<file path="src/rtl/aes_arb_pkg.sv">
// Shared definitions for the AES register-port arbiter.
//   state_e     : arbiter FSM states (IDLE, ISSUE, WAIT, RESP)
//   Key*Lo/Hi   : word offsets of the key registers inside the AES window,
//                 inclusive bounds, used only when AES_ARB_KEYLOCK_EN is defined
//   cnt_width() : width of the response-timeout counter
//   idx_width() : width of a requester index
package aes_arb_pkg;

  typedef enum logic [1:0] {
    IDLE  = 2'd0,
    ISSUE = 2'd1,
    WAIT  = 2'd2,
    RESP  = 2'd3
  } state_e;

  localparam logic [11:0] Key0Lo  = 12'h014;
  localparam logic [11:0] Key0Hi  = 12'h028;
  localparam logic [11:0] Key12Lo = 12'h050;
  localparam logic [11:0] Key12Hi = 12'h07C;

  // One spare bit above clog2 so the counter can saturate without wrapping.
  function automatic int cnt_width(input int timeout_cycles);
    return $clog2(timeout_cycles) + 1;
  endfunction

  function automatic int idx_width(input int n);
    return (n > 1) ? $clog2(n) : 1;
  endfunction

endpackage

</file>
<file path="src/rtl/aes_arb_rr_pick.sv">
// Combinational round-robin picker.
// The search starts at (last+1) mod NumReq and wraps upward; the first set
// request bit wins.
//   req    in  NumReq : request vector
//   last   in  IdxW   : index of the previous winner
//   onehot out NumReq : one-hot winner (all zero when no request)
//   idx    out IdxW   : winner index
//   valid  out 1      : at least one request is set
module aes_arb_rr_pick
  import aes_arb_pkg::*;
#(
  parameter int NumReq = 3,
  parameter int IdxW   = idx_width(NumReq)
) (
  input  logic [NumReq-1:0] req,
  input  logic [IdxW-1:0]   last,
  output logic [NumReq-1:0] onehot,
  output logic [IdxW-1:0]   idx,
  output logic              valid
);

  always_comb begin
    int cand;
    cand   = 0;
    onehot = '0;
    idx    = '0;
    valid  = 1'b0;
    // i runs 1..NumReq so the previous winner is checked last.
    for (int i = 1; i <= NumReq; i++) begin
      cand = (int'(last) + i) % NumReq;
      if (!valid && req[IdxW'(cand)]) begin
        valid                = 1'b1;
        idx                  = IdxW'(cand);
        onehot[IdxW'(cand)]  = 1'b1;
      end
    end
  end

endmodule

</file>
<file path="src/rtl/aes_access_arbiter.sv">
// Shares the single AES register port among NumReq masters. One single-beat
// transaction is in flight at a time: round-robin grant, window range check,
// and a watchdog that answers with an error if the peripheral stalls.
//
// Handshake: a requester's access is accepted in the cycle gnt_o[i] is high
// (IDLE only); its fields are latched then and may change afterwards. Exactly
// one cycle of rvalid_o[i] later returns rdata_o/err_o. Toward the peripheral,
// per_req_o and its fields stay stable until the cycle per_gnt_i is seen;
// per_rvalid_i is honoured in that same cycle or any later ISSUE/WAIT cycle.
//
// Optional build macro: AES_ARB_KEYLOCK_EN -- writes by requesters other than
// 0 to the key register offsets are rejected with err instead of forwarded.
//
// Ports:
//   clk_i, rst_ni                 clock, async active-low reset
//   req_i/we_i/addr_i/wdata_i     per-requester request fields
//   gnt_o, rvalid_o, err_o        per-requester one-hot grant / response
//   rdata_o                       shared read data (0 on error)
//   per_req_o, per_we_o,
//   per_addr_o, per_wdata_o       request to AES (addr = word offset in window)
//   per_gnt_i, per_rvalid_i,
//   per_rdata_i                   AES handshake and read data
//   busy_o                        FSM not IDLE
module aes_access_arbiter
  import aes_arb_pkg::*;
#(
  parameter int                   NumReq        = 3,
  parameter int                   AddrWidth     = 64,
  parameter int                   DataWidth     = 32,
  parameter logic [AddrWidth-1:0] BaseAddr      = 64'h1010_0000,
  parameter logic [AddrWidth-1:0] WinLength     = 64'h1000,
  // Must be at least 2.
  parameter int                   TimeoutCycles = 256
) (
  input  logic                                clk_i,
  input  logic                                rst_ni,
  input  logic [NumReq-1:0]                   req_i,
  input  logic [NumReq-1:0]                   we_i,
  input  logic [NumReq-1:0][AddrWidth-1:0]    addr_i,
  input  logic [NumReq-1:0][DataWidth-1:0]    wdata_i,
  output logic [NumReq-1:0]                   gnt_o,
  output logic [NumReq-1:0]                   rvalid_o,
  output logic [NumReq-1:0]                   err_o,
  output logic [DataWidth-1:0]                rdata_o,
  output logic                                per_req_o,
  output logic                                per_we_o,
  output logic [11:0]                         per_addr_o,
  output logic [DataWidth-1:0]                per_wdata_o,
  input  logic                                per_gnt_i,
  input  logic                                per_rvalid_i,
  input  logic [DataWidth-1:0]                per_rdata_i,
  output logic                                busy_o
);

  localparam int              IdxW    = idx_width(NumReq);
  localparam int              CntW    = cnt_width(TimeoutCycles);
  localparam logic [CntW-1:0] CntLast = CntW'(TimeoutCycles - 1);
  localparam logic [CntW-1:0] CntMax  = '1;

  state_e                 state_q;
  logic [IdxW-1:0]        last_q;
  logic [IdxW-1:0]        idx_q;
  logic                   we_q;
  logic [11:0]            addr_q;
  logic [DataWidth-1:0]   wdata_q;
  logic [DataWidth-1:0]   rdata_q;
  logic                   err_q;
  logic [CntW-1:0]        cnt_q;

  logic [NumReq-1:0]      pick_oh;
  logic [IdxW-1:0]        pick_idx;
  logic                   pick_valid;

  logic                   sel_we;
  logic [AddrWidth-1:0]   sel_addr;
  logic [DataWidth-1:0]   sel_wdata;
  logic [AddrWidth-1:0]   off_full;
  logic [11:0]            sel_off;
  logic                   in_range;
  logic                   key_block;
  logic                   timeout;
  logic [CntW-1:0]        cnt_next;
  logic [NumReq-1:0]      idx_oh;

  aes_arb_rr_pick #(
    .NumReq (NumReq),
    .IdxW   (IdxW)
  ) u_pick (
    .req    (req_i),
    .last   (last_q),
    .onehot (pick_oh),
    .idx    (pick_idx),
    .valid  (pick_valid)
  );

  assign sel_we    = we_i[pick_idx];
  assign sel_addr  = addr_i[pick_idx];
  assign sel_wdata = wdata_i[pick_idx];

  // Compare the offset against the length rather than the address against
  // BaseAddr+WinLength; the subtraction cannot underflow once addr >= base.
  assign off_full = sel_addr - BaseAddr;
  assign in_range = (sel_addr >= BaseAddr) && (off_full < WinLength);
  assign sel_off  = {off_full[11:2], 2'b00};

`ifdef AES_ARB_KEYLOCK_EN
  assign key_block = sel_we && (pick_idx != '0) &&
                     (((sel_off >= Key0Lo)  && (sel_off <= Key0Hi)) ||
                      ((sel_off >= Key12Lo) && (sel_off <= Key12Hi)));
`else
  assign key_block = 1'b0;
`endif

  assign timeout  = (cnt_q >= CntLast);
  assign cnt_next = (cnt_q == CntMax) ? cnt_q : cnt_q + 1'b1;
  assign idx_oh   = NumReq'(1) << idx_q;

  always_ff @(posedge clk_i or negedge rst_ni) begin
    if (!rst_ni) begin
      state_q <= IDLE;
      last_q  <= IdxW'(NumReq - 1);
      idx_q   <= '0;
      we_q    <= 1'b0;
      addr_q  <= '0;
      wdata_q <= '0;
      rdata_q <= '0;
      err_q   <= 1'b0;
      cnt_q   <= '0;
    end else begin
      case (state_q)
        IDLE: begin
          if (pick_valid) begin
            idx_q   <= pick_idx;
            last_q  <= pick_idx;
            we_q    <= sel_we;
            addr_q  <= sel_off;
            wdata_q <= sel_wdata;
            rdata_q <= '0;
            cnt_q   <= '0;
            if (in_range && !key_block) begin
              err_q   <= 1'b0;
              state_q <= ISSUE;
            end else begin
              err_q   <= 1'b1;
              state_q <= RESP;
            end
          end
        end
        ISSUE: begin
          cnt_q <= cnt_next;
          // A response in the final cycle still wins over the watchdog.
          if (per_gnt_i && per_rvalid_i) begin
            rdata_q <= per_rdata_i;
            state_q <= RESP;
          end else if (timeout) begin
            err_q   <= 1'b1;
            rdata_q <= '0;
            state_q <= RESP;
          end else if (per_gnt_i) begin
            state_q <= WAIT;
          end
        end
        WAIT: begin
          cnt_q <= cnt_next;
          if (per_rvalid_i) begin
            rdata_q <= per_rdata_i;
            state_q <= RESP;
          end else if (timeout) begin
            err_q   <= 1'b1;
            rdata_q <= '0;
            state_q <= RESP;
          end
        end
        RESP: begin
          state_q <= IDLE;
        end
        default: begin
          state_q <= IDLE;
        end
      endcase
    end
  end

  always_comb begin
    gnt_o    = '0;
    rvalid_o = '0;
    err_o    = '0;
    rdata_o  = '0;
    // Grant is combinational from req_i, so hold it off while in reset.
    if (state_q == IDLE && rst_ni) begin
      gnt_o = pick_oh;
    end
    if (state_q == RESP) begin
      rvalid_o = idx_oh;
      err_o    = err_q ? idx_oh : '0;
      rdata_o  = rdata_q;
    end
  end

  // Peripheral fields are zeroed outside ISSUE so the AES port is quiet
  // whenever no request is presented.
  assign per_req_o   = (state_q == ISSUE);
  assign per_we_o    = per_req_o && we_q;
  assign per_addr_o  = per_req_o ? addr_q  : '0;
  assign per_wdata_o = per_req_o ? wdata_q : '0;
  assign busy_o      = (state_q != IDLE);

endmodule

</file>
<file path="config.mk">
export PLATFORM = sky130hd
export DESIGN_NAME = aes_access_arbiter
export DESIGN_NICKNAME = d
export VERILOG_FILES = /design/src/rtl/aes_arb_pkg.sv /design/src/rtl/aes_arb_rr_pick.sv /design/src/rtl/aes_access_arbiter.sv
export SDC_FILE = /design/constraint.sdc
export NUM_CORES = 1
export LEC_CHECK = 0
export CORE_AREA = 2 2 162 164
export CTS_BUF_LIST = sky130_fd_sc_hd__clkbuf_8
export DETAILED_ROUTE_END_ITERATION = 10
export DIE_AREA = 0 0 164 166
export PLACE_DENSITY = 0.74
export SKIP_LAST_GASP = 1
export SYNTH_ARGS = -nofsm -noshare
export SYNTH_HDL_FRONTEND = slang
export SYNTH_SLANG_ARGS = --single-unit
</file>
<file path="constraint.sdc">
create_clock -name clk_i -period 5.8 [get_ports clk_i]
set_clock_uncertainty 0.15 [all_clocks]
set_input_delay 0.58 -clock clk_i [delete_from_list [all_inputs] [get_ports clk_i]]
set_output_delay 0.58 -clock clk_i [all_outputs]
set_load 0.1 [all_outputs]
</file>
==> metrics.txt <==
result of the run finished clean; required time of the critical path just under 6 ns; height of the die 166 microns; Yosys warnings 0; largest cells by area after synthesis sky130_fd_sc_hd__dfrtp_1 (27%), sky130_fd_sc_hd__nand2_1 (11%), sky130_fd_sc_hd__and2_1 (6.8%), sky130_fd_sc_hd__o211ai_1 (4.6%), sky130_fd_sc_hd__nand3_1 (4.1%); crit path time final about 5.5 ns; data arrival at the endpoint of the critical path between 5 and 6 ns; unrepaired setup endpoints after global routing no; CTS tree built; post-synthesis instance area about 0.0084 sq mm; maximum number of pins on one net before global-route repair 67; number of design-rule violations left by the first detailed-router iteration slightly above 900; Hold Path Class register to register; areal power density over the cells between 600 and 700 mW/mm^2; clock tree root driver cell sky130_fd_sc_hd__clkbuf_8; type of the worst setup path register to register; Yosys top cell area share 26.6%; MaxCap Viol Count 0; power consumption ~9000 uW; diode insertion count for antenna repair 0; count of different cell masters after synthesis 98; kind of start point of the critical path register; first-pass GRT wire length 53500 microns; library cell with the largest summed area after synthesis sky130_fd_sc_hd__dfrtp_1; Total Routing Usage GR approximately a quarter; cell area after layout 0.0130 sq mm; CTS clk-pin slew, worst paths ~0.11 ns; cell with the most instances after synthesis sky130_fd_sc_hd__nand2_1; leak pwr around 0.0053 uW; Worst-Skew Late Latency roughly 0.37 ns; CP max stage delay 0.56 ns; quantity of I/O buffers inserted on ports 409; average footprint of a synthesized cell between 7 and 8 sq um; Core Rows 59; number of instances in the synthesized netlist ~1100; initial antenna violation count 0; number of buffers added by the clock tree synthesis step 9; Sequential cell area 0.00225 sq mm; Detailed Place HPWL between 20000 and 30000 microns; number of enable-type register cells in the synthesized netlist 0; cell types with the highest counts after synthesis sky130_fd_sc_hd__nand2_1 (249), sky130_fd_sc_hd__and2_1 (91), sky130_fd_sc_hd__dfrtp_1 (89), sky130_fd_sc_hd__nand3_1 (69); detailed-route via count between 9000 and 10000; Seq cells post-synth 90; post-DR vias/cell approximately 5.4; instance count along the most critical hold path 2; final wirelength around 34000 microns; Layout Area Growth over Synthesis 55.4%; Routed WL per cell approximately 19 microns; placer's final routability congestion estimate ~0.98; count of final hold-check violations 0; nature of the critical path endpoint register; count of TritonRoute iterations in the first routing pass 5; Fin Setup TNS 0 ns; Num Clock Sinks 90; number of buffers on the longest clock path 2; headroom to the max-slew limit between 15 and 20%; most instantiated flip-flop cell in the synthesis netlist sky130_fd_sc_hd__dfrtp_1; ys async rst share 100%; I/O pin cnt between 400 and 500; DRC violation count after routing 0; number of gates resized after cts 0; period utilization 95.5%; worst-margin pin slew between 1 and 1.5 ns; share of final-layout standard cells stronger than drive strength 1 7.20%; overall die width about 160 microns; multi-input combinational cell area approximately 0.0056 sq mm; initial standard-cell utilization of the core between 30% and 40%; Pins Over Slew Limit 0; number of global-route vias before repair around 9700; Register-to-Register Path Depth 17; die area 0.0272 sq mm; number of setup violations in the final report 0; Floorplan Core Area approximately 0.026 sq mm; proportion of synthesized chip area in sequential cells between 20 and 30%; worst-case vdd ir drop between 0.0004 and 0.0005 V; number of nets still failing antenna checks after routing 0; Nets 1825; maximum achievable frequency about 180 MHz; grt ovf 0; cells along the critical path inv_1 -> ha_1 -> a21oi_1 -> a22oi_4 -> or3_1 -> buf_4 -> buf_4 -> and3_1 -> a211oi_1 -> o21ai_1 -> nand4b_1 -> o22ai_1 -> a21oi_1 -> or4_1 -> nor4_1 -> and4b_1 -> a31oi_1; Worst path slowest cell sky130_fd_sc_hd__dfstp_2; area after detailed placement roughly 0.013 sq mm; critical-path maximum fanout 29; fill cell instance count of the final layout 2484; number of H-tree levels 3
[area by class of cell]
| class | count | area share, % |
|---|---|---|
| Clock buffer | 9 | 0.953 |
| Clock inverter | 7 | 0.607 |
| Inverter | 17 | 0.491 |
| Multi-Input combinational cell | 917 | 43.5 |
| Sequential cell | 90 | 17.3 |
| Tap cell | 335 | 3.23 |
| Timing Repair Buffer | 447 | 33.9 |
[timing repair]
item | CTS | global route
setup buffers | 0 | 0
hold buffers | 1 | 0
endpoints found under the hold margin | 24 | 0
[power by group]
| group | switching (uW) | leakage, uW | internal (uW) |
|---|---|---|---|
| Combinational | 5010 | 0.00405 | 2480 |
| Sequential | 139 | 0.00116 | 895 |
| Clock | 273 | 0.000104 | 173 |
[flip-flops by register name, summed over array words and instances, names as in the netlist]
signal / flops
addr_q: 10
cnt_q: 9
err_q: 1
idx_q: 1
last_q: 2
rdata_q: 32
state_q: 2
wdata_q: 32
we_q: 1
[worst paths after layout]
path,start,endpoint,slack [ns]
worst max-delay path,last_q[1],err_q,0.26
worst min-delay path,wdata_q[10],wdata_q[10],0.32
worst max register to register,last_q[1],err_q,0.26
worst min register to register,wdata_q[10],wdata_q[10],0.32
max in group asynchronous,rst_ni,wdata_q[7],3.81
min in group asynchronous,rst_ni,rdata_q[13],0.49
[critical path: cells and delay by family (launching register included)]
| family | cells | cell delay [ns] |
|---|---|---|
| simple gates | 6 | 2.15 |
| compound gates | 7 | 1.52 |
| buf+inv | 3 | 0.58 |
| flops | 1 | 0.56 |
| fa+ha+maj | 1 | 0.42 |
[cell usage in the layout, fill, tap and decap left out, types with 9 or more instances in the layout]
cell	instances
sky130_fd_sc_hd__inv_1	17
sky130_fd_sc_hd__o211ai_1	51
sky130_fd_sc_hd__xor2_1	11
sky130_fd_sc_hd__and4_1	12
sky130_fd_sc_hd__nand2_1	249
sky130_fd_sc_hd__nor3_1	13
sky130_fd_sc_hd__and3_1	16
sky130_fd_sc_hd__dfrtp_1	89
sky130_fd_sc_hd__o21ai_0	30
sky130_fd_sc_hd__o211a_1	9
sky130_fd_sc_hd__and2_1	90
sky130_fd_sc_hd__a22o_1	32
sky130_fd_sc_hd__buf_4	36
sky130_fd_sc_hd__clkbuf_8	9
sky130_fd_sc_hd__nor2_1	50
sky130_fd_sc_hd__a211oi_1	14
sky130_fd_sc_hd__a31oi_1	12
sky130_fd_sc_hd__nand3_1	69
sky130_fd_sc_hd__nand4_1	29
sky130_fd_sc_hd__clkdlybuf4s50_1	408
sky130_fd_sc_hd__a21oi_1	38
sky130_fd_sc_hd__nor4_1	14
sky130_fd_sc_hd__ha_1	13
[metrics by stage]
step / hold WS (ns) / cells / utilization, % / setup WS (ns)
CTS: 0.329 / 1822 / 50.7 / 0.360
floorplan: 0.134 / 1107 / - / 1.18
detailed placement: 0.305 / 1805 / 49.9 / 0.291
global route: 0.343 / 1822 / 50.7 / 0.00439
finish: 0.325 / 1822 / 50.7 / 0.264
global placement: 0.302 / 1805 / 49.9 / 0.359
[cell families after synthesis]
kind of cell / synth area share [%]
simple gates: 35.8
fa+ha+maj: 1.95
buf+inv: 5.88
compound gates: 26.7
mux: 1.12
other cells: 0.0449
flops: 27.0
xor+xnor: 1.47
[routing by layer]
metal,track usage [%],vias up,share of wire (%)
met2,42.0,396,48
met4,5.99,0,2.3
met3,4.47,56,6.9
met5,0,-,0
li1,-,4811,-
met1,32.2,4645,42
No activity file was read; power rests on OpenSTA's default activity.
